File: src/rtl/pipe_stall_ctrl_pkg.sv
// Shared constants and state encodings for the pipeline stall controller
// and the mult/div busy tracker.
package pipe_stall_ctrl_pkg;
  localparam int REG_W       = 5;
  localparam int MULT_CYCLES = 5;
  localparam int DIV_CYCLES  = 10;

  typedef enum logic {
    MD_IDLE = 1'b0,
    MD_BUSY = 1'b1
  } md_state_t;
endpackage

File: src/rtl/pipe_stall_ctrl_md_busy_fsm.sv
// Tracks the multi-cycle mult/div unit: a start loads a down-counter and
// o_busy stays high until the counter reaches its terminal count.
//
//   state   | meaning
//   --------+-----------------------------------------------------------
//   MD_IDLE | unit free; a start loads the counter with the op latency
//   MD_BUSY | unit computing; counter runs down, exit after count of 1
module md_busy_fsm #(
  parameter int MULT_CYCLES = pipe_stall_ctrl_pkg::MULT_CYCLES,
  parameter int DIV_CYCLES  = pipe_stall_ctrl_pkg::DIV_CYCLES
) (
  input  logic clk,
  input  logic rst_n,
  input  logic i_start,
  input  logic i_div,
  output logic o_busy
);
  import pipe_stall_ctrl_pkg::*;

  localparam int MAX_N = (DIV_CYCLES > MULT_CYCLES) ? DIV_CYCLES : MULT_CYCLES;
  localparam int CW    = $clog2(MAX_N + 1);

  md_state_t       r_state;
  logic [CW-1:0]   r_cnt;

  always_ff @(posedge clk or negedge rst_n) begin
    if (!rst_n) begin
      r_state <= MD_IDLE;
      r_cnt   <= '0;
    end else begin
      case (r_state)
        MD_IDLE: begin
          if (i_start) begin
            r_state <= MD_BUSY;
            r_cnt   <= i_div ? CW'(DIV_CYCLES) : CW'(MULT_CYCLES);
          end
        end
        MD_BUSY: begin
          // a start seen here is ignored: the unit cannot be restarted mid-op
          if (r_cnt == CW'(1)) begin
            r_state <= MD_IDLE;
            r_cnt   <= '0;
          end else begin
            r_cnt <= r_cnt - CW'(1);
          end
        end
        default: begin
          r_state <= MD_IDLE;
          r_cnt   <= '0;
        end
      endcase
    end
  end

  assign o_busy = (r_state == MD_BUSY);
endmodule

File: src/rtl/pipe_stall_ctrl.sv
// Hazard/stall controller for the five-stage pipeline: load-use and HI/LO
// mult/div interlocks, pipeline register enables, and a stall cycle counter.
module pipe_stall_ctrl #(
  parameter int MULT_CYCLES = pipe_stall_ctrl_pkg::MULT_CYCLES,
  parameter int DIV_CYCLES  = pipe_stall_ctrl_pkg::DIV_CYCLES,
  parameter int CNT_W       = 16
) (
  input  logic                                 clk,
  input  logic                                 reset,
  input  logic [pipe_stall_ctrl_pkg::REG_W-1:0] id_rs,
  input  logic [pipe_stall_ctrl_pkg::REG_W-1:0] id_rt,
  input  logic                                 id_use_rs,
  input  logic                                 id_use_rt,
  input  logic                                 id_is_md,
  input  logic                                 ex_is_load,
  input  logic [pipe_stall_ctrl_pkg::REG_W-1:0] ex_wa,
  input  logic                                 ex_md_start,
  input  logic                                 ex_md_div,
  output logic                                 pc_en,
  output logic                                 en_fd,
  output logic                                 en_de,
  output logic                                 clr_de,
  output logic                                 en_em,
  output logic                                 en_mw,
  output logic                                 md_busy,
  output logic [CNT_W-1:0]                     stall_cnt
);
  import pipe_stall_ctrl_pkg::*;

  logic             w_load_use;
  logic             w_md_stall;
  logic             w_stall;
  logic             w_md_busy;
  logic [CNT_W-1:0] r_stall_cnt;

  md_busy_fsm #(
    .MULT_CYCLES (MULT_CYCLES),
    .DIV_CYCLES  (DIV_CYCLES)
  ) u_md_busy_fsm (
    .clk     (clk),
    .rst_n   (reset),
    .i_start (ex_md_start),
    .i_div   (ex_md_div),
    .o_busy  (w_md_busy)
  );

  // $0 is hardwired, so a load targeting it never creates a dependency
  assign w_load_use = ex_is_load && (ex_wa != '0) &&
                      ((id_use_rs && (id_rs == ex_wa)) ||
                       (id_use_rt && (id_rt == ex_wa)));
  assign w_md_stall = id_is_md && (w_md_busy || ex_md_start);
  assign w_stall    = w_load_use || w_md_stall;

  // IF/ID hold on a stall while a bubble is pushed into EX and later stages drain
  assign pc_en   = reset && !w_stall;
  assign en_fd   = reset && !w_stall;
  assign en_de   = reset;
  assign clr_de  = reset && w_stall;
  assign en_em   = reset;
  assign en_mw   = reset;
  assign md_busy = w_md_busy;

  always_ff @(posedge clk or negedge reset) begin
    if (!reset) begin
      r_stall_cnt <= '0;
    end else if (w_stall && (r_stall_cnt != '1)) begin
      r_stall_cnt <= r_stall_cnt + CNT_W'(1);
    end
  end

  assign stall_cnt = r_stall_cnt;
endmodule

File: config.mk
export PLATFORM = sky130hd
export DESIGN_NAME = pipe_stall_ctrl
export DESIGN_NICKNAME = d
export VERILOG_FILES = /design/src/rtl/pipe_stall_ctrl_pkg.sv /design/src/rtl/pipe_stall_ctrl_md_busy_fsm.sv /design/src/rtl/pipe_stall_ctrl.sv
export SDC_FILE = /design/constraint.sdc
export NUM_CORES = 1
export LEC_CHECK = 0
export CORE_ASPECT_RATIO = 0.9
export CORE_MARGIN = 2
export CORE_UTILIZATION = 48
export DETAILED_ROUTE_END_ITERATION = 8
export PLACE_DENSITY = 0.81
export SLEW_MARGIN = 10
export SYNTH_ARGS = -nofsm -noshare
export SYNTH_HDL_FRONTEND = slang
export SYNTH_SLANG_ARGS = --single-unit
File: constraint.sdc
create_clock -name clk -period 3.4 [get_ports clk]
set_input_delay 0.51 -clock clk [delete_from_list [all_inputs] [get_ports clk]]
set_output_delay 0.51 -clock clk [all_outputs]
set_load 0.01 [all_outputs]
==> results of run 1 <==
[synthesized netlist by cell type (all sizes together)]
master  count
a211oi      1
a21oi       2
a31oi       1
and2        1
and2b       1
and3        2
and4b       1
buf         6
clkbuf      2
dfrtp      21
ha          3
inv         3
mux2        4
mux2i       1
nand2      11
nand2b      3
nand3       6
nand3b      1
nand4       3
nor2        5
nor3        7
nor3b       2
nor4        4
nor4b       3
o21a        1
o21ai       3
o22ai       2
o311ai      1
or3         2
xnor2      11
xor2       12
[cell type report]
cell class / count / area (um^2) / share of cell area [%]
multi-input cells: 94 / 722 / 40.3
flip-flops and latches: 21 / 526 / 29.3
repair buffers: 48 / 473 / 26.4
well taps: 28 / 35.0 / 1.95
clock buffers: 4 / 26.3 / 1.47
inverters: 3 / 11.3 / 0.628
[how the worst max path moves through the flow]
stage               startpoint  endpoint  slack [ps]  cells after the start
floorplan             ex_wa[1]     pc_en        1260                      7
global placement      ex_wa[1]    clr_de         510                      7
detailed placement    ex_wa[4]    clr_de         480                      7
CTS                   ex_wa[4]    clr_de         480                      7
global route          ex_wa[1]    clr_de         380                      7
finish                ex_wa[4]    clr_de         490                      7
[routing by layer]
layer | global-route usage [%] | routed length (um) | part of all wire, %
met1 | 21.5 | 1160 | 41
met2 | 37.8 | 1530 | 54
met3 | 4.81 | 133 | 4.7
met4 | 6.82 | 28 | 0.99
met5 | 0 | 0 | 0
[state kept, by name, indices dropped and copies added, names as in the netlist]
| signal | count |
|---|---|
| u_md_busy_fsm.o_busy | 1 |
| u_md_busy_fsm.r_cnt | 4 |
| stall_cnt | 16 |
[through the flow]
step	cells	hold slack (ps)	setup slack [ps]
2_1_floorplan	126	214	1260
3_3_place_gp	194	486	508
3_5_place_dp	194	504	481
4_1_cts	198	523	476
5_1_grt	198	539	382
6_report	198	519	490
[power groups by stage]
stage / logic (mW) / registers, mW / clock network (mW)
after floorplan: 0.210 / 0.421 / 0
after global placement: 0.391 / 0.417 / 0
after detailed placement: 0.409 / 0.422 / 0
after CTS: 0.410 / 0.418 / 0.125
after global routing: 0.447 / 0.434 / 0.139
final: 0.406 / 0.419 / 0.122
[kinds of logic (layout without fill, tap and decap cells)]
kind of cell | count (synthesis) | in the layout | share of synthesized area [%]
and+or+nand+nor | 52 | 52 | 25.8
DFF | 21 | 21 | 40.0
AOI/OAI and AO/OA | 11 | 11 | 6.76
buffers and inverters | 11 | 55 | 5.14
xor gates and xnor gates | 23 | 23 | 15.3
muxes | 5 | 5 | 4.19
adders and majority gates | 3 | 3 | 2.85
[cells in the final DEF, fill, tap and decap left out, types with 3 or more instances in the layout]
cell and n:
buf_4 3, clkbuf_4 3, clkdlybuf4s50_1 45, dfrtp_1 21
ha_1 3, inv_1 3, mux2_2 3, nand2_1 11
nand2b_1 3, nand3_1 5, nand4_1 3, nor2_1 5
nor3_1 5, o21ai_0 3, xnor2_1 11, xor2_1 12
==> flow_metrics.py, run 1 <==
metrics = {
    "logic_synthesis": {
        "syn_inst": 126,
        "synth_top_cell_by_area": "dfrtp_1",
        "yosys-top-cells-area": "dfrtp_1, xor2_1, xnor2_1, nor4_4, nand2_1",
        "ys.warnings.count": 0,
        "ys_ff_latch": 21,
        "syn_nets": 152,
        "yosys.area.top_type_share_pct": 40.0,
        "syn_area_per_cell_um2": 10.4,
        "netlist_area_um2": 1320,
        "yosysSeqAreaShare_pct": 40.0,
        "synth.distinct_cells": 38,
    },
    "power": {
        "pwr-share-comb_pct": 42.9,
        "p_leak_nw": 0.728,
        "peakVddDrop_mv": 0.352,
        "seq_power_share_pct": 44.2,
        "switching_power_mw": 0.343,
        "switching_share_pct": 36.2,
        "power_density_nw_per_um2": 529,
        "power_frac_clock_pct": 12.9,
        "internal-power_mw": 0.605,
        "power.total_mw": 0.948,
    },
    "critical_path": {
        "max_stage_delay_ps": 540,
        "crit_slowest_cell": "clkdlybuf4s50_1",
        "regToRegStartpoint": "stall_cnt[4]",
        "cp.required_ps": 2890,
        "endpoint_kind": "output port",
        "reg2reg_depth": 5,
        "crit_path_frequent_cell": "clkdlybuf4s50_1",
        "reg2reg_to": "stall_cnt[1]",
        "cp.arrival_ps": 2400,
        "path_cells": "clkdlybuf4s50_1 -> xnor2_1 -> nand4_1 -> o22ai_2 -> a31oi_4 -> and2b_2 -> clkdlybuf4s50_1",
        "critPathKind": "in -> out",
        "reg2reg_slack_ps": 1000,
        "cp_top_family": "buffers and inverters",
        "cp-start-kind": "input port",
        "critPathMaxFanout": 4,
        "cp_num_buf_inv": 2,
    },
    "timing": {
        "fin_crit_sh_pct": 85.6,
        "hold_viol_final": 0,
        "setup_viol": 0,
        "fin_crit_ps": 2910,
        "worst_slew_pin_slew_ps": 881,
        "max_freq_mhz": 344,
        "max-slew-margin-rel_pct": 41.0,
        "clock_skew_ps": 7.91,
        "report.final.slew_viol_count": 0,
        "rsz0062_at_grt": "false",
        "fin_tns_setup_ps": 0,
    },
    "die": {
        "coreArea_um2": 2530,
        "initial_core_util_pct": 52.0,
        "dieArea_um2": 3170,
        "io_pins": 46,
        "die_x_um": 59.2,
        "die_h_um": 53.7,
        "core.rowCount": 17,
    },
    "global_routing": {
        "antenna_found_initial": 0,
        "first_global_vias": 1130,
        "grt_first_pass_wirelength_um": 4730,
        "grt.overflow.total": 0,
        "grt_max_degree": 15,
        "track_usage_pct": 19.8,
    },
    "flow_run": {
        "drv_cap": 0,
    },
    "detailed_routing": {
        "ant_nets": 0,
        "vias": 1103,
        "drc": 0,
        "post_drt_via_cell_ratio": 5.57,
        "wl_per_cell_um": 14.4,
        "drtIter0Drc": 30,
        "wl_um": 2840,
        "dr.pass1.iters": 4,
    },
    "clock_network": {
        "cts_hold_buf": 0,
        "cts_inserted_buffers": 3,
        "cts_buffer_depth": 2,
        "htree_levels": 1,
        "cts_tree": "built",
        "clkTransAtPathRegs_ps": 120,
        "root_buffer": "clkbuf_4",
        "cts_sinks": 21,
        "cts-resized-gates": 0,
        "clock_latency_ps": 310,
        "postCtsSetupRepairBufs": 0,
    },
    "worst_hold_path": {
        "hold_end": "stall_cnt[6]",
        "whs_path_depth": 1,
        "min_from": "stall_cnt[6]",
        "hold_path_class": "reg -> reg",
    },
    "outcome": {
        "status": "finished, final reports clean",
    },
    "layout": {
        "nNetsFinal": 197,
        "drive_above_1_share_pct": 11.2,
        "diodes": 0,
        "fin_area_um2": 1790,
        "areaGrowthSynthToFinish_pct": 36.3,
        "fill_cells": 198,
        "post-route-util_pct": 70.8,
    },
    "place": {
        "hpwl_um": 2260,
        "placed_area_um2": 1770,
        "io_buffers": 45,
        "routabilityCongestion": 0.833,
    },
}
(Power assumes the default switching activity.)
==> run 2: changes to the inputs <==
- MAX_ROUTING_LAYER: not set -> met4
==> run 2 against run 1 <==
- register-to-register slack hardly changed
- sequential power hardly changed
- critical path depth stayed put
- final area stayed put
- clock skew stayed put
- total power hardly changed
- non-clock buffer count stayed put
- core utilization stayed put
- sequential cell count stayed put
- die area stayed put
- via count stayed put
- wire length stayed put
- critical path type unchanged
- critical endpoint unchanged
- highest routed layer unchanged
==> flow_metrics.py, run 2 (synthesis results as in run 1) <==
metrics = {
    "clock_network": {
        "postCtsSetupRepairBufs": 0,
        "cts_buffer_depth": 2,
        "clkTransAtPathRegs_ps": 120,
        "cts_tree": "built",
        "cts_sinks": 21,
        "cts_inserted_buffers": 3,
        "htree_levels": 1,
        "cts-resized-gates": 0,
        "root_buffer": "clkbuf_4",
        "clock_latency_ps": 310,
        "cts_hold_buf": 0,
    },
    "timing": {
        "fin_crit_ps": 2910,
        "clock_skew_ps": 7.91,
        "report.final.slew_viol_count": 0,
        "fin_tns_setup_ps": 0,
        "max-slew-margin-rel_pct": 41.0,
        "hold_viol_final": 0,
        "max_freq_mhz": 344,
        "worst_slew_pin_slew_ps": 881,
        "setup_viol": 0,
        "rsz0062_at_grt": "false",
        "fin_crit_sh_pct": 85.6,
    },
    "global_routing": {
        "track_usage_pct": 20.4,
        "grt.overflow.total": 0,
        "grt_first_pass_wirelength_um": 4730,
        "antenna_found_initial": 0,
        "grt_max_degree": 15,
        "first_global_vias": 1130,
    },
    "critical_path": {
        "crit_slowest_cell": "clkdlybuf4s50_1",
        "endpoint_kind": "output port",
        "regToRegStartpoint": "stall_cnt[4]",
        "crit_cells": 7,
        "reg2reg_depth": 5,
        "reg2reg_slack_ps": 1000,
        "worstSetupEndpoint": "clr_de",
        "cp_num_buf_inv": 2,
        "reg2reg_to": "stall_cnt[1]",
        "path_cells": "clkdlybuf4s50_1 -> xnor2_1 -> nand4_1 -> o22ai_2 -> a31oi_4 -> and2b_2 -> clkdlybuf4s50_1",
        "cp.arrival_ps": 2400,
        "crit_path_frequent_cell": "clkdlybuf4s50_1",
        "worstSetupStartpoint": "ex_wa[4]",
        "cp_top_family": "buffers and inverters",
        "max_stage_delay_ps": 540,
        "cp-start-kind": "input port",
        "cp.required_ps": 2890,
        "critPathKind": "in -> out",
        "critPathMaxFanout": 4,
    },
    "place": {
        "io_buffers": 45,
        "routabilityCongestion": 0.846,
        "hpwl_um": 2260,
        "placed_area_um2": 1770,
    },
    "die": {
        "coreArea_um2": 2530,
        "core.rowCount": 17,
        "dieArea_um2": 3170,
        "die_x_um": 59.2,
        "initial_core_util_pct": 52.0,
        "die_h_um": 53.7,
        "io_pins": 46,
    },
    "layout": {
        "fin_area_um2": 1790,
        "diodes": 0,
        "post-route-util_pct": 70.8,
        "areaGrowthSynthToFinish_pct": 36.3,
        "layout_commonest_cell": "clkdlybuf4s50_1",
        "nNetsFinal": 197,
        "largest_reg_flops": 16,
        "drive_above_1_share_pct": 11.2,
        "final_cell_mix": "clkdlybuf4s50_1, dfrtp_1, xor2_1",
        "fill_cells": 198,
    },
    "detailed_routing": {
        "wl_met3_um": 129,
        "dr.pass1.iters": 4,
        "wl_per_cell_um": 14.4,
        "wl_um": 2840,
        "drc": 0,
        "ant_nets": 0,
        "met1_length_um": 1160,
        "top_layer_used": "met4",
        "post_drt_via_cell_ratio": 5.57,
        "vias": 1103,
        "drtIter0Drc": 30,
        "met2_wirelength_um": 1530,
    },
    "outcome": {
        "status": "finished, final reports clean",
    },
    "power": {
        "power_density_nw_per_um2": 529,
        "p_leak_nw": 0.728,
        "peakVddDrop_mv": 0.352,
    },
    "worst_hold_path": {
        "hold_path_class": "reg -> reg",
    },
    "flow_run": {
        "drv_cap": 0,
    },
}
run 2: cell counts in the layout (fill, tap and decap cells not counted):
Identical to the previous run, type by type.
run 2: layout make-up:
| type | instances | area, um^2 | area share, % |
|---|---|---|---|
| multi-input combinational | 94 | 722 | 40.3 |
| sequential | 21 | 526 | 29.3 |
| timing repair buffer | 48 | 473 | 26.4 |
| tap | 28 | 35.0 | 1.95 |
| clock buffer | 4 | 26.3 | 1.47 |
| inverter | 3 | 11.3 | 0.628 |
run 2: per-layer routing:
layer | vias up | global-route usage (%)
li1 | 528 | -
met1 | 532 | 21.7
met2 | 36 | 37.8
met3 | 7 | 4.57
met4 | 0 | 6.82
met5 | - | -
run 2: worst min path at each step:
stage	start	endpoint	slack, ps	depth (start not counted)
global placement	stall_cnt[6]	stall_cnt[6]	490	1
detailed placement	stall_cnt[6]	stall_cnt[6]	500	1
CTS	stall_cnt[6]	stall_cnt[6]	520	1
floorplan	reset	stall_cnt[0]	210	0
global route	stall_cnt[6]	stall_cnt[6]	540	1
finish	stall_cnt[6]	stall_cnt[6]	520	1
run 2: worst register-to-register path: stages, from the launching register on:
cell	delay, ps
dfrtp_1	460
and3_1	210
nand4_1	330
nor3_2	830
nor2_1	160
mux2_2	310
run 2: through the flow:
| step | cells | power [mW] | setup slack (ps) | hold WS (ps) |
|---|---|---|---|---|
| after floorplan | 126 | 0.631 | 1260 | 214 |
| after global placement | 194 | 0.808 | 508 | 486 |
| after detailed placement | 194 | 0.831 | 481 | 504 |
| after CTS | 198 | 0.953 | 476 | 523 |
| after global routing | 198 | 1.02 | 382 | 539 |
| final | 198 | 0.948 | 490 | 519 |
run 2: where the power goes:
group          internal (mW)  switching, mW  total, mW  leakage (nW)
Sequential             0.327         0.0923      0.419         0.260
Clock                 0.0458         0.0766      0.122        0.0150
Combinational          0.232          0.174      0.406         0.452
==> run 3: changes to the inputs <==
- CORE_MARGIN: 2 -> not set
==> run 3 against run 2 <==
- the run now ends with design-rule violations left
- sequential share of layout area about the same
- via count down 2.9%
- wire length down 4.5%
- non-clock buffer count unchanged
- critical path depth unchanged
- sequential power about the same
- setup slack worse by 13 ps
- critical path type unchanged
==> flow_metrics.py, run 3 (synthesis results as in run 1) <==
metrics = {
    "timing": {
        "worst_slew_pin_slew_ps": 815,
        "max-slew-margin-rel_pct": 45.4,
        "fin_crit_sh_pct": 86.0,
        "clock_skew_ps": 13.1,
        "fin_crit_ps": 2920,
        "fin_tns_setup_ps": 0,
        "setup_viol": 0,
        "report.final.slew_viol_count": 0,
        "rsz0062_at_grt": "false",
        "max_freq_mhz": 342,
        "hold_viol_final": 0,
    },
    "worst_hold_path": {
        "min_from": "stall_cnt[6]",
        "hold_path_class": "reg -> reg",
    },
    "detailed_routing": {
        "drc": 3,
        "wl_per_cell_um": 13.7,
        "wl_um": 2720,
        "dr.pass1.iters": 6,
        "ant_nets": 0,
        "vias": 1071,
        "drtIter0Drc": 34,
        "post_drt_via_cell_ratio": 5.41,
    },
    "critical_path": {
        "reg2reg_slack_ps": 1020,
        "critPathMaxFanout": 5,
        "reg2reg_depth": 5,
        "cp-start-kind": "input port",
        "cp_top_family": "buffers and inverters",
        "crit_cells": 7,
        "path_cells": "clkdlybuf4s50_1 -> xnor2_1 -> nand4_1 -> o22ai_2 -> a31oi_4 -> and2b_2 -> clkdlybuf4s50_1",
        "worstSetupEndpoint": "clr_de",
        "crit_slowest_cell": "clkdlybuf4s50_1",
        "max_stage_delay_ps": 540,
        "cp.arrival_ps": 2410,
        "cp.required_ps": 2890,
        "reg2reg_to": "stall_cnt[1]",
        "regToRegStartpoint": "stall_cnt[4]",
        "cp_num_buf_inv": 2,
        "worstSetupStartpoint": "ex_wa[4]",
        "endpoint_kind": "output port",
        "critPathKind": "in -> out",
        "crit_path_frequent_cell": "clkdlybuf4s50_1",
    },
    "outcome": {
        "status": "complete, but fails checks",
        "violations": "design-rule violations",
    },
    "place": {
        "placed_area_um2": 1770,
        "routabilityCongestion": 0.781,
        "io_buffers": 45,
        "place_inst": 194,
        "hpwl_um": 2190,
    },
    "clock_network": {
        "cts_tree": "built",
        "clock_latency_ps": 310,
        "cts_hold_buf": 0,
        "clkTransAtPathRegs_ps": 130,
        "cts_sinks": 21,
        "cts-resized-gates": 0,
        "cts_buffer_depth": 2,
        "postCtsSetupRepairBufs": 0,
        "cts_inserted_buffers": 3,
        "root_buffer": "clkbuf_4",
        "htree_levels": 1,
    },
    "layout": {
        "largest_reg_flops": 16,
        "final_cells": 198,
        "layout_commonest_cell": "clkdlybuf4s50_1",
        "drive_above_1_share_pct": 11.8,
        "fin_area_um2": 1790,
        "diodes": 0,
        "fill_cells": 201,
        "final_cell_mix": "clkdlybuf4s50_1, dfrtp_1, xor2_1",
        "areaGrowthSynthToFinish_pct": 36.4,
        "nNetsFinal": 197,
    },
    "global_routing": {
        "grt_first_pass_wirelength_um": 4640,
        "track_usage_pct": 20.8,
        "grt.overflow.total": 0,
        "antenna_found_initial": 0,
        "grt_max_degree": 14,
        "first_global_vias": 1068,
    },
    "die": {
        "coreArea_um2": 2530,
        "initial_core_util_pct": 52.0,
        "io_pins": 46,
        "dieArea_um2": 2950,
        "die_x_um": 57.2,
        "die_h_um": 51.7,
        "core.rowCount": 17,
    },
    "power": {
        "p_leak_nw": 0.730,
        "peakVddDrop_mv": 0.343,
        "power_density_nw_per_um2": 529,
    },
    "flow_run": {
        "drv_cap": 0,
    },
}
-- run 3: cell types whose count changed in the layout (fill, tap and decap cells not counted) --
cell      before  now
clkbuf_1       1    0
clkinv_2       0    1
-- run 3: power breakdown --
group	internal, mW	leakage [nW]	switching, mW
Clock	0.0439	0.0177	0.0789
Combinational	0.233	0.452	0.174
Sequential	0.327	0.260	0.0926
-- run 3: through the flow --
stage	power [mW]	utilization [%]	setup slack (ps)	hold slack (ps)
final	0.949	70.9	476	495
after global routing	1.02	70.9	402	518
after CTS	0.957	70.9	460	496
after detailed placement	0.834	69.8	459	478
after global placement	0.807	69.8	493	470
after floorplan	0.631	-	1260	214
-- run 3: metal layers --
metal,track usage (%),vias up,part of all wire [%]
met2,36.5,33,51
li1,-,529,-
met1,25.7,509,45
met3,2.24,0,3.9
met5,-,-,0
met4,6.10,0,0
-- run 3: worst min-delay path by stage --
| stage | end | slack [ps] | cells after the start |
|---|---|---|---|
| floorplan | stall_cnt[0] | 210 | 0 |
| global placement | stall_cnt[6] | 470 | 1 |
| detailed placement | stall_cnt[6] | 480 | 1 |
| CTS | stall_cnt[6] | 500 | 1 |
| global route | u_md_busy_fsm.r_cnt[3] | 520 | 2 |
| finish | stall_cnt[6] | 500 | 1 |
-- run 3: final cells by class --
type	count	area, um^2	area share, %
Clock buffer	3	22.5	1.26
Inverter	3	11.3	0.628
Timing Repair Buffer	48	473	26.4
Tap cell	28	35.0	1.95
Multi-Input combinational cell	94	722	40.2
Clock inverter	1	5.00	0.279
Sequential cell	21	526	29.3
==> patch 1 (settings of run 1) <==
Set the package constant `DIV_CYCLES` to 11 (it was 10).
--- a/src/rtl/pipe_stall_ctrl_pkg.sv
+++ b/src/rtl/pipe_stall_ctrl_pkg.sv
@@ -4,5 +4,5 @@
   localparam int REG_W       = 5;
   localparam int MULT_CYCLES = 5;
-  localparam int DIV_CYCLES  = 10;
+  localparam int DIV_CYCLES  = 11;
 
   typedef enum logic {
Formal check against the unedited RTL: same outputs for any inputs over 10 cycles, from zero or initial values and one cycle with reset low; that may be too few to reach the edited logic, so the function may still have changed.
==> patch 1 against run 1 <==
  * Design area shrank 4.3%
  * Power fell by 3.8%
  * Wire length rose by 0.99%
  * Combinational power is 4% lower
  * Clock skew down 0.0010 ns
  * Non-clock buffer count is 1 lower
  * Sequential cell count is the same
  * Register-to-register slack better by 0.16 ns
  * Area after synthesis decreased by 5.7%
  * Synthesized cell count grew 0.79%
  * Worst setup slack lost 0.15 ns
  * Critical endpoint is now pc_en
  * Largest power group unchanged
==> patch 1: results (changes against run 1) <==
outcome completed; internal power 588 µW (-2.8%); detailed placement HPWL 2270 µm (+0.43%); vias in the first global route 1160 (+2.7%); Mapped Nets 153 (+0.66%); Seq/Total Area, Yosys 42.4% (+2.4 points); share of cells above drive strength 1 4.12% (-7.1 points); first-pass GRT wire length 4950 µm (+4.5%); WP data arrival 2.55 ns (+0.15 ns); port bufs 45 (unchanged); total vias in the final route 1118 (+1.4%); Clock transition at path regs 0.11 ns; Mapped Avg Cell Area 9.76 µm² (-6.5%); met1 usage in global routing 23.4% (+1.9 points); Post-DP Area 1690 µm² (-4.3%); H-tree levels 1 (unchanged); met3 Track Usage GR 1.98% (-2.8 points); placed cells 194 (unchanged); WL per Instance 14.5 µm (+0.99%); Slew HR 68.9% (+28 points); DRT iter0 DRCs 48 (+60%); Synth area leaders dfrtp_1 (42%), xnor2_1 (9.9%), xor2_1 (5.7%), nand3_1 (4.4%), and3_1 (3.5%); Max rail drop VDD 0.000373 V (+6.2%); RD Place Congestion 0.807 (-3.1%); root buf cell clkbuf_4; Static Leak 0.721 nW (-0.88%); Place WS 0.349 ns (-0.132 ns); Worst Skew 0.00689 ns (-0.00102 ns); critical path peak fanout 3 (-1); grt met2 use 42.4% (+4.6 points); largest net degree at the start of global routing 17 (+2); Final Net Count 197 (unchanged); Filler cells 201 (+1.5%); top cells by count, synth dfrtp_1 (21), xnor2_1 (14), nand3_1 (11); All-Layer GR Usage 21.3% (+1.4 points); Min-Delay Path Class flip-flop to flip-flop; Most used DFF post-synth dfrtp_1; Via-to-Cell Ratio 5.65 (+1.4%); synth unique cells 31 (-18%); Max clock buf depth 2 (unchanged); asr flop ratio synth 100% (unchanged); FF-to-FF path depth 7 (+2); Post-CTS Setup Repair Bufs 0 (unchanged)
==> patch 1: cell types whose count changed after synthesis, sizes merged, moves of 3 or more <==
cell	run 1	this run
a21oi	2	6
and3	2	7
nand2	11	5
nand3	6	11
nand4	3	6
nor3	7	1
nor4b	3	0
xnor2	11	14
xor2	12	8
==> patch 1: layer usage <==
layer | vias to the layer above | part of all wire [%]
met2 | 43 | 54
met1 | 540 | 39
met5 | - | 0
met3 | 7 | 5.3
li1 | 528 | -
met4 | 0 | 1.7
==> patch 1: final timing paths <==
kind / start / to / slack (ns)
max: ex_wa[1] / pc_en / 0.34
min: stall_cnt[9]$_DFFE_PN0P_ / stall_cnt[9]$_DFFE_PN0P_ / 0.50
max reg2reg: stall_cnt[0]$_DFFE_PN0P_ / stall_cnt[1]$_DFFE_PN0P_ / 1.16
min reg2reg: stall_cnt[9]$_DFFE_PN0P_ / stall_cnt[9]$_DFFE_PN0P_ / 0.50
max in group asynchronous: reset / stall_cnt[3]$_DFFE_PN0P_ / 2.31
min in group asynchronous: reset / stall_cnt[6]$_DFFE_PN0P_ / 0.51
==> patch 1: final cells by class <==
type                    instances  area (µm²)  share of cell area (%)
multi-input cells              93         646                    37.6
clock buffers                   4        26.3                    1.53
well taps                      28        35.0                    2.04
inverters                       5        18.8                    1.09
repair buffers                 47         465                    27.1
flip-flops and latches         21         526                    30.6
==> patch 1: worst max-delay path, cell delays in order <==
cell,delay (ns)
clkdlybuf4s50_1,0.47
or4_1,0.54
o21ai_1,0.22
o21ai_4,0.10
nor2_1,0.15
clkdlybuf4s50_1,0.56
==> patch 1: logic make-up after synthesis <==
family | synth area share, %
mux | 4.44
buf+inv | 5.55
compound gates | 7.97
xor+xnor | 15.5
flops | 42.4
fa+ha+maj | 3.03
simple gates | 21.1
==> patch 1: power groups by stage <==
| stage | Sequential (mW) | Clock, mW | Combinational [mW] |
|---|---|---|---|
| 2_1_floorplan | 0.402 | 0 | 0.208 |
| 3_3_place_gp | 0.401 | 0 | 0.373 |
| 3_5_place_dp | 0.405 | 0 | 0.391 |
| 5_1_grt | 0.415 | 0.129 | 0.433 |
| 4_1_cts | 0.401 | 0.121 | 0.394 |
| 6_report | 0.402 | 0.119 | 0.390 |
==> patch 2 (flow settings as in run 1) <==
Made on the original files. Make the reset (`reset` and `rst_n`) synchronous in 2 clocked blocks.
--- a/src/rtl/pipe_stall_ctrl_md_busy_fsm.sv
+++ b/src/rtl/pipe_stall_ctrl_md_busy_fsm.sv
@@ -24,5 +24,5 @@
   logic [CW-1:0]   r_cnt;
 
-  always_ff @(posedge clk or negedge rst_n) begin
+  always_ff @(posedge clk) begin
     if (!rst_n) begin
       r_state <= MD_IDLE;
--- a/src/rtl/pipe_stall_ctrl.sv
+++ b/src/rtl/pipe_stall_ctrl.sv
@@ -61,5 +61,5 @@
   assign md_busy = w_md_busy;
 
-  always_ff @(posedge clk or negedge reset) begin
+  always_ff @(posedge clk) begin
     if (!reset) begin
       r_stall_cnt <= '0;
Formal check against the unedited RTL: differs if reset is asserted again (counterexample within 4 cycles, from zero or initial values and one cycle with reset low); with reset held inactive, the same outputs for 10 cycles.
==> patch 2 against run 1 <==
  * Hold slack improved by 0.0062 ns
  * Critical path depth decreased by 1
  * Largest cell class unchanged
  * Synthesized cell count grew 18%
  * Cell count grew 11%
  * Worst setup slack got worse by 0.28 ns
  * Design area fell by 4.3%
  * Register-to-register slack improved by 0.17 ns
  * Sequential cell count unchanged
  * Wire length grew 11%
  * Area after synthesis shrank 5.6%
Power is not compared: it rests on default switching activity, and its combinational part moved more than twofold at a synthesized area within 25%.
==> patch 2: results (changes against run 1) <==
vias in the first global route 1240 (+9.7%); synth unique cells 39 (+2.6%); Place WS 0.213 ns (-0.268 ns); H-tree levels 1 (unchanged); internal power 364 µW; worst-margin pin slew 0.606 ns (-0.275 ns); DRT Pass-1 Iters 4 (unchanged); Max rail drop VDD 0.000279 V; critical path's top delay family buffers and inverters; largest net degree at the start of global routing 20 (+5); Resized cells post-CTS 0 (unchanged); share of cells above drive strength 1 7.29% (-3.9 points); detailed placement HPWL 2530 µm (+12%); GRT overflow 0 (unchanged); Static Leak between 0.5 and 0.6 nW; WL per Instance 14.3 µm (-0.34%); asr flop ratio synth 0% (-100 points); YS warnings 0 (unchanged); Clock transition at path regs 0.12 ns (about the same); port bufs 45 (unchanged); Synth area leaders dfxtp_1 (34%), xnor2_1 (7.1%), a21oi_1 (4.8%), or4_1 (4.2%), nand4_1 (4.0%); Max clock buf depth 2 (unchanged); first-pass GRT wire length 5190 µm (+9.6%); Min-Delay Path Class flip-flop to flip-flop; Clk Latency, worst-skew pair 0.31 ns (about the same); DRT iter0 DRCs 65 (+120%); Seq/Total Area, Yosys 33.9% (-6.1 points); RD Place Congestion 0.837 (+0.46%); critical path peak fanout 3 (-1); Post-CTS Setup Repair Bufs 0 (unchanged); number of antenna diodes 0 (unchanged); Final Net Count 219 (+11%); root buf cell clkbuf_4; All-Layer GR Usage 22.6% (+2.8 points); Worst Skew 0.00593 ns (-0.00198 ns); Critical Path Max Stage Delay 0.57 ns (+0.03 ns); WP data arrival 2.68 ns (+0.28 ns); Most used DFF post-synth dfxtp_1; top cells by count, synth dfxtp_1 (21), a21oi_1 (12), nor2_1 (12); max reg flops 16 (unchanged); outcome completed; Mapped Nets 175 (+15%); initial antenna violation count 0 (unchanged); crit path max-delay cell type clkdlybuf4s50_1; Via-to-Cell Ratio 5.72 (+2.7%); cts bufs inserted 3 (unchanged)
## patch 2: cell types whose count changed in the layout (fill, tap and decap cells not counted), sizes merged, moves of 3 or more
cell	run 1	this run
a21oi	2	13
dfrtp	21	0
dfxtp	0	21
mux2	4	1
nand4	3	8
nor2	5	12
nor3	7	1
nor4	4	0
o21ai	3	11
o31ai	0	6
or4	0	7
xor2	12	4
## patch 2: metal layers
metal / up-vias / global-route usage (%) / part of all wire [%]
met5: - / 0 / 0
met4: 0 / 12.4 / 2.2
met3: 11 / 4.94 / 3.6
met2: 31 / 42.0 / 54
met1: 584 / 23.5 / 40
li1: 633 / - / -
## patch 2: path summary, 6_finish.rpt
path / start / endpoint / slack (ns) / depth (start not counted)
min: stall_cnt[7]$_SDFFE_PN0P_ / stall_cnt[7]$_SDFFE_PN0P_ / 0.53 / 2
max: ex_wa[1] / pc_en / 0.21 / 6
max reg2reg: u_md_busy_fsm.o_busy$_SDFF_PN0_ / stall_cnt[13]$_SDFFE_PN0P_ / 1.17 / 5
min reg2reg: stall_cnt[7]$_SDFFE_PN0P_ / stall_cnt[7]$_SDFFE_PN0P_ / 0.53 / 2
## patch 2: cell families after synthesis
kind of cell               count (synthesis)  share of synthesized area (%)
muxes                                      3                           2.52
adders and majority gates                  3                           3.02
AOI/OAI and AO/OA                         39                           19.9
buffers and inverters                     13                           5.75
DFF                                       21                           33.9
xor gates and xnor gates                  14                           9.88
and+or+nand+nor                           56                           25.1
## patch 2: worst min-delay path, stage by stage, from the launching register on
cell and delay (ns):
dfxtp_1 0.36, o31ai_1 0.08, a21oi_1 0.06
## patch 2: stage by stage
stage                     cell area [µm²]  hold slack, ns  instances
after floorplan                      1240           0.504        149
after global placement               1690           0.471        216
after detailed placement             1690           0.506        216
after CTS                            1720           0.523        220
after global routing                 1720           0.543        220
final                                1720           0.526        220
## patch 2: final cells by class
type	count	area (µm²)
flip-flops and latches	21	420
fillers	208	731
well taps	28	35.0
repair buffers	47	465
clock buffers	4	26.3
inverters	5	18.8
multi-input cells	115	749
## patch 2: power groups by stage
stage,sequential (mW),combinational (mW),clock (mW)
after global routing,0.266,0.130,0.133
after floorplan,0.268,0.0663,0
after global placement,0.269,0.114,0
after CTS,0.265,0.119,0.128
final,0.265,0.119,0.124
after detailed placement,0.270,0.119,0
